==> src/rtl/dav_rfd_fifo_buffer_pkg.sv <==
// Shared definitions for the dav_/rfd FIFO buffer: FSM state encodings and
// the active levels of the handshake signals.
package dav_rfd_fifo_buffer_pkg;

  typedef enum logic {
    IN_RDY = 1'b0,
    IN_ACK = 1'b1
  } in_state_t;

  typedef enum logic [1:0] {
    OUT_IDLE = 2'd0,
    OUT_W0   = 2'd1,
    OUT_W1   = 2'd2
  } out_state_t;

  // dav_ is active-low, rfd is active-high.
  localparam logic DAV_ACTIVE = 1'b0;
  localparam logic RFD_READY  = 1'b1;

endpackage

==> src/rtl/dav_rfd_fifo_buffer_fifo_regfile.sv <==
// Storage array for the FIFO: one synchronous write port, one combinational
// read port. Contents are not reset; the pointers and count define validity.
module fifo_regfile #(
  parameter int W     = 8,
  parameter int DEPTH = 4,
  parameter int AW    = $clog2(DEPTH)
) (
  input  logic          clock,
  input  logic          we,
  input  logic [AW-1:0] waddr,
  input  logic [W-1:0]  wdata,
  input  logic [AW-1:0] raddr,
  output logic [W-1:0]  rdata
);

  logic [W-1:0] r_mem [DEPTH];

  // Write the addressed entry when enabled.
  always_ff @(posedge clock) begin
    if (we) r_mem[waddr] <= wdata;
  end

  assign rdata = r_mem[raddr];

endmodule

==> src/rtl/dav_rfd_fifo_buffer.sv <==
// DEPTH-entry FIFO between two dav_/rfd 4-phase handshake ports. The input
// FSM accepts words into the register file; the output FSM re-offers them in
// order on registered out_data/out_dav_. The full check uses registered count,
// so in_rfd rises no earlier than one edge after the freeing pop.
module dav_rfd_fifo_buffer
  import dav_rfd_fifo_buffer_pkg::*;
#(
  parameter int W     = 8,
  parameter int DEPTH = 4,
  parameter int CW    = 3
) (
  input  logic          clock,
  input  logic          reset_,
  input  logic [W-1:0]  in_data,
  input  logic          in_dav_,
  output logic          in_rfd,
  output logic [W-1:0]  out_data,
  output logic          out_dav_,
  input  logic          out_rfd,
  output logic [CW-1:0] count
);

  localparam int AW = $clog2(DEPTH);

  in_state_t     r_in_state, w_in_state_nxt;
  out_state_t    r_out_state, w_out_state_nxt;
  logic          r_in_rfd, w_in_rfd_nxt;
  logic          r_out_dav_, w_out_dav_nxt;
  logic [W-1:0]  r_out_data, w_out_data_nxt;
  logic [AW-1:0] r_wptr, r_rptr;
  logic [CW-1:0] r_count;
  logic          w_push, w_pop, w_not_full;
  logic [W-1:0]  w_rdata;

  fifo_regfile #(.W(W), .DEPTH(DEPTH), .AW(AW)) u_regfile (
    .clock (clock),
    .we    (w_push),
    .waddr (r_wptr),
    .wdata (in_data),
    .raddr (r_rptr),
    .rdata (w_rdata)
  );

  assign w_not_full = (r_count < CW'(DEPTH));

  // Input handshake: take a word in IN_RDY, release the producer once dav_
  // is withdrawn and there is room for the next word.
  always_comb begin
    w_in_state_nxt = r_in_state;
    w_in_rfd_nxt   = r_in_rfd;
    w_push         = 1'b0;
    case (r_in_state)
      IN_RDY: begin
        if (in_dav_ == DAV_ACTIVE) begin
          w_push         = 1'b1;
          w_in_rfd_nxt   = ~RFD_READY;
          w_in_state_nxt = IN_ACK;
        end
      end
      IN_ACK: begin
        if ((in_dav_ != DAV_ACTIVE) && w_not_full) begin
          w_in_rfd_nxt   = RFD_READY;
          w_in_state_nxt = IN_RDY;
        end
      end
      default: begin
        w_in_rfd_nxt   = RFD_READY;
        w_in_state_nxt = IN_RDY;
      end
    endcase
  end

  // Output handshake: present the head word, pop on consumer acknowledge,
  // then wait for the consumer to return to ready before the next word.
  always_comb begin
    w_out_state_nxt = r_out_state;
    w_out_dav_nxt   = r_out_dav_;
    w_out_data_nxt  = r_out_data;
    w_pop           = 1'b0;
    case (r_out_state)
      OUT_IDLE: begin
        if (r_count != '0) begin
          w_out_data_nxt  = w_rdata;
          w_out_dav_nxt   = DAV_ACTIVE;
          w_out_state_nxt = OUT_W0;
        end
      end
      OUT_W0: begin
        if (out_rfd != RFD_READY) begin
          w_pop           = 1'b1;
          w_out_dav_nxt   = ~DAV_ACTIVE;
          w_out_state_nxt = OUT_W1;
        end
      end
      OUT_W1: begin
        if (out_rfd == RFD_READY) w_out_state_nxt = OUT_IDLE;
      end
      default: begin
        w_out_dav_nxt   = ~DAV_ACTIVE;
        w_out_state_nxt = OUT_IDLE;
      end
    endcase
  end

  // State, handshake outputs, pointers and occupancy count.
  always_ff @(posedge clock or negedge reset_) begin
    if (!reset_) begin
      r_in_state  <= IN_RDY;
      r_out_state <= OUT_IDLE;
      r_in_rfd    <= RFD_READY;
      r_out_dav_  <= ~DAV_ACTIVE;
      r_out_data  <= '0;
      r_wptr      <= '0;
      r_rptr      <= '0;
      r_count     <= '0;
    end else begin
      r_in_state  <= w_in_state_nxt;
      r_out_state <= w_out_state_nxt;
      r_in_rfd    <= w_in_rfd_nxt;
      r_out_dav_  <= w_out_dav_nxt;
      r_out_data  <= w_out_data_nxt;
      if (w_push) r_wptr <= r_wptr + AW'(1);
      if (w_pop)  r_rptr <= r_rptr + AW'(1);
      r_count     <= r_count + CW'(w_push) - CW'(w_pop);
    end
  end

  assign in_rfd   = r_in_rfd;
  assign out_dav_ = r_out_dav_;
  assign out_data = r_out_data;
  assign count    = r_count;

endmodule
==> config.mk <==
export PLATFORM = sky130hd
export DESIGN_NAME = dav_rfd_fifo_buffer
export DESIGN_NICKNAME = d
export VERILOG_FILES = /design/src/rtl/dav_rfd_fifo_buffer_pkg.sv /design/src/rtl/dav_rfd_fifo_buffer_fifo_regfile.sv /design/src/rtl/dav_rfd_fifo_buffer.sv
export SDC_FILE = /design/constraint.sdc
export NUM_CORES = 1
export LEC_CHECK = 0
export ABC_AREA = 1
export BUFFER_PORTS_ARGS = -buffer_cell sky130_fd_sc_hd__buf_2
export CORE_ASPECT_RATIO = 1.5
export CORE_MARGIN = 5
export CORE_UTILIZATION = 54
export CTS_BUF_LIST = sky130_fd_sc_hd__clkbuf_4
export DETAILED_ROUTE_END_ITERATION = 12
export GPL_TIMING_DRIVEN = 1
export HOLD_SLACK_MARGIN = 0.15
export PLACE_DENSITY_LB_ADDON = 0.15
export SYNTH_ARGS = -nofsm -noshare
export SYNTH_HDL_FRONTEND = slang
export SYNTH_SLANG_ARGS = --single-unit
export TNS_END_PERCENT = 5
==> constraint.sdc <==
create_clock -name clock -period 1.7 [get_ports clock]
set_input_delay 0.17 -clock clock [delete_from_list [all_inputs] [get_ports clock]]
set_output_delay 0.17 -clock clock [all_outputs]
set_load 0.05 [all_outputs]
==> impl.org <==
** Synth
- Post-synthesis cell area :: 2300 sq um
- Number of distinct library cells after synthesis :: 22
- Synthesis produced a netlist with a net count of 242.
- The average instance in the mapped netlist occupies 10.3 sq um.
- Cell count after synthesis :: 223
- After synthesis the netlist holds a flip-flop and latch count of 52.
- Yosys synthesis warning count :: 0
- The share of the Yosys chip area taken by registers is 63.7%.

** Worst hold path
- The path class of the tightest hold or removal check is input port to flop.
- Cell depth of the worst hold path :: 5

** Timing
- FMAX :: 598 MHz
- Max-Slew Margin vs Limit :: 70.9%
- Worst setup margin :: 0.0270 ns
- Final setup TNS :: 0 ns
- Between clock sinks in the finished design, the worst skew comes to 0.00481 ns.
- Setup violations remaining at the end of the flow were counted as 0.
- Ratio of final minimum period to clock period :: 98.4%
- Number of hold violations in the final report :: 0
- Setup repair after global routing could not meet its margin everywhere.
- The number of slew-limit violations in the final report is 0.
- Worst-margin pin slew :: 0.436 ns
- The clock period could shrink to 1.67 ns.

** Layout
- Leaving out fill and tap cells, the most frequent cell in the layout is sky130_fd_sc_hd__nand2_1.
- Count of filler cells inserted in the layout :: 345
- Cells with a size suffix above 1 make up 25.5% of the layout.
- The finished cells cover 2770 sq um.
- At the end of the flow the core is filled with cells to 66.3%.
- Commonest non-fill, non-tap cells in the layout :: sky130_fd_sc_hd__nand2_1 (67), sky130_fd_sc_hd__inv_1 (42), sky130_fd_sc_hd__edfxtp_1 (32)
- Post-layout net count :: 293
- Area of combinational cells with multiple inputs :: 648 sq um
- Area Growth Syn to Fin :: 20.3%
- Sequential cell area :: 1460 sq um
- The repair_antennas step left the layout with diodes totalling 0.

** Detailed routing
- TritonRoute pass-1 iters :: 4
- In the routed layout, each cell is associated on average with a via count of 4.63.
- Routed wire length :: 4040 um
- In the routed design, unresolved DRC markers number 0.
- Initial DRC Count :: 33
- Highest routed layer :: met4
- Metal-1 WL :: 1660 um
- The final route contains 1487 vias.
- Dividing the detail-routed wire length by the instance count gives 12.6 um.
- Met3 wire length :: 167 um
- After detailed routing, the met2 layer carries 2180 um of wire.
- Post-route antenna net violation count :: 0

** GRT
- The first global-routing pass estimated 6730 um of wire.
- Number of antenna violations at the first check in global routing :: 0
- Global routing used 15.1% of the available tracks.
- Maximum number of pins on one net before global-route repair :: 21
- The via count of the first global-routing pass is 1491.
- GR Overflow Total :: 0

** Placed design
- In this run the tool buffered the top-level ports with 24 buffer cells.
- The wire-length estimate of the detail-placed layout is 2880 um.
- Routability-driven placement finished with a final weighted congestion of 0.733.
- Setup slack after placement :: -0.0454 ns
- Once placement finished, the instance area stood at 2540 sq um.

** Floorplanning
- Row generation in the floorplan step produced 29 rows.
- Overall die height :: 89.9 um
- The floorplan step defined a core boundary enclosing 4170 sq um.
- The die covers 5690 sq um.
- 25 I/O pins were placed.
- The initial utilization of the core area, before any placement, comes to 55.1%.
- Die X-Extent :: 63.3 um

** Worst setup path
- Setup crit end kind :: flop
- Data on the critical path is required at its endpoint by 1.96 ns.
- CP max-delay cell :: sky130_fd_sc_hd__fa_2
- Worst reg-to-reg path cell count :: 9
- Cell breakdown of the critical path :: inv_2 > nand3_2 > inv_2 > ha_4 > inv_2 > ha_4 > inv_2 > fa_2 > inv_1
- Worst path buffer plus inverter count :: 5
- The critical path is of the flop to flop type.
- Critical Path Stages :: 9
- In this design, the critical path's most frequently occurring cell is sky130_fd_sc_hd__inv_2.
- Crit Path Max Fanout :: 2
- The worst setup path is launched from a flop.
- The largest single stage delay on the critical path is 0.50 ns.
- Data arrives at the worst endpoint at 1.94 ns.
- Kind of cell with the highest combined delay on the critical path :: adder cells

** CTS
- Worst-case clock buffer depth :: 2
- Register clock-pin slew on the reported worst setup and hold paths :: 0.14 ns
- TritonCTS clock tree :: yes
- Library cell used as clock root buffer :: sky130_fd_sc_hd__clkbuf_4
- Clock buffer count from CTS :: 5
- Sink Count :: 52
- The clock reaches the later pin of the worst-skew pair after 0.35 ns.
- Max H-tree Level :: 2

** Pwr
- Worst VDD drop :: 1.41 mV
- Static power due to leakage :: 0.00136 uW
- Power spread over the standard cell area amounts to 1730 nW/um^2.
- Final total power :: 4780 uW

** Job
- # Max-Cap Violations :: 0

** Run status
- The flow ran to the end, and the final reports show no timing, DRC or antenna violations.
worst register-to-register path, delay by kind of cell, from the launching register on:
family | cells | cell delay (ns)
fa+ha+maj | 3 | 0.81
buf+inv | 5 | 0.29
simple gates | 1 | 0.08
flops | 1 | 0.42
flip-flops by register name (all words and copies together), names as in the netlist:
signal,cells
r_wptr,2
count,3
out_data,8
u_regfile.r_mem,32
out_dav_,1
r_in_state,1
r_out_state,2
in_rfd,1
r_rptr,2
per-stage QoR:
stage / hold slack [ns] / cells
6_report: 0.198 / 321
3_5_place_dp: 0.137 / 301
2_1_floorplan: -0.126 / 223
5_1_grt: 0.175 / 321
3_3_place_gp: 0.132 / 301
4_1_cts: 0.170 / 320
what timing repair did:
action / in CTS / in global routing
endpoints found under the setup margin: 2 / 2
pin swaps: 1 / 1
cloned: 0 / 0
setup buffers: 0 / 1
hold buffers: 11 / 0
endpoints found under the hold margin: 57 / 0
resized for setup: 1 / 6
final cells by class:
type                       instances  share of cell area (%)
sequential                        52                    52.9
multi-input combinational        118                    23.4
timing repair buffer              48                    11.8
inverter                          49                    6.83
tap                               46                    2.08
clock inverter                     3                    1.54
clock buffer                       5                    1.36
synthesized netlist by cell type:
| cell type | count | share of area [%] |
|---|---|---|
| sky130_fd_sc_hd__inv_6 | 1 | 0.38 |
| sky130_fd_sc_hd__xor2_1 | 2 | 0.76 |
| sky130_fd_sc_hd__ha_1 | 6 | 3.3 |
| sky130_fd_sc_hd__buf_8 | 1 | 0.65 |
| sky130_fd_sc_hd__buf_4 | 1 | 0.33 |
| sky130_fd_sc_hd__inv_2 | 1 | 0.16 |
| sky130_fd_sc_hd__dfrtp_1 | 18 | 20 |
| sky130_fd_sc_hd__xnor2_1 | 2 | 0.76 |
| sky130_fd_sc_hd__inv_1 | 47 | 7.7 |
| sky130_fd_sc_hd__nand3_1 | 19 | 4.1 |
| sky130_fd_sc_hd__fa_1 | 1 | 0.87 |
| sky130_fd_sc_hd__buf_2 | 1 | 0.22 |
| sky130_fd_sc_hd__edfxtp_1 | 32 | 42 |
| sky130_fd_sc_hd__nand2_2 | 8 | 2.2 |
| sky130_fd_sc_hd__nand2_1 | 67 | 11 |
| sky130_fd_sc_hd__dfstp_2 | 2 | 2.3 |
| sky130_fd_sc_hd__a21oi_4 | 1 | 0.71 |
| sky130_fd_sc_hd__buf_6 | 1 | 0.49 |
| sky130_fd_sc_hd__o31ai_1 | 1 | 0.33 |
| sky130_fd_sc_hd__nor2_1 | 6 | 0.98 |
| sky130_fd_sc_hd__nand3_2 | 2 | 0.87 |
| sky130_fd_sc_hd__o21ai_0 | 3 | 0.65 |
per-layer routing:
metal / vias to the layer above / track usage [%]
li1: 785 / -
met1: 677 / 17.5
met2: 23 / 26.3
met3: 2 / 4.61
met4: 0 / 4.68
met5: - / 0
worst paths after layout:
path                           startpoint  slack, ns        endpoint
max                        r_out_state[1]       0.03        count[1]
min                               out_rfd       0.20  r_out_state[1]
max reg2reg                r_out_state[1]       0.03        count[1]
min reg2reg                        in_rfd       0.47          in_rfd
max in group asynchronous          reset_       1.09          in_rfd
min in group asynchronous          reset_       0.28     out_data[3]
cells by family after synthesis:
kind of cell               after synthesis  synth area share (%)
buffers and inverters                   53                  9.90
adders and majority gates                7                  4.13
DFF                                     52                  63.7
and+or+nand+nor                        102                  19.1
xor gates and xnor gates                 4                  1.52
AOI/OAI and AO/OA                        5                  1.69
where the power goes:
part,switching [uW],total (uW),internal [uW]
Combinational,1540,2240,707
Sequential,188,1860,1680
Clock,365,672,307
Power figures use the tool's default switching activity.
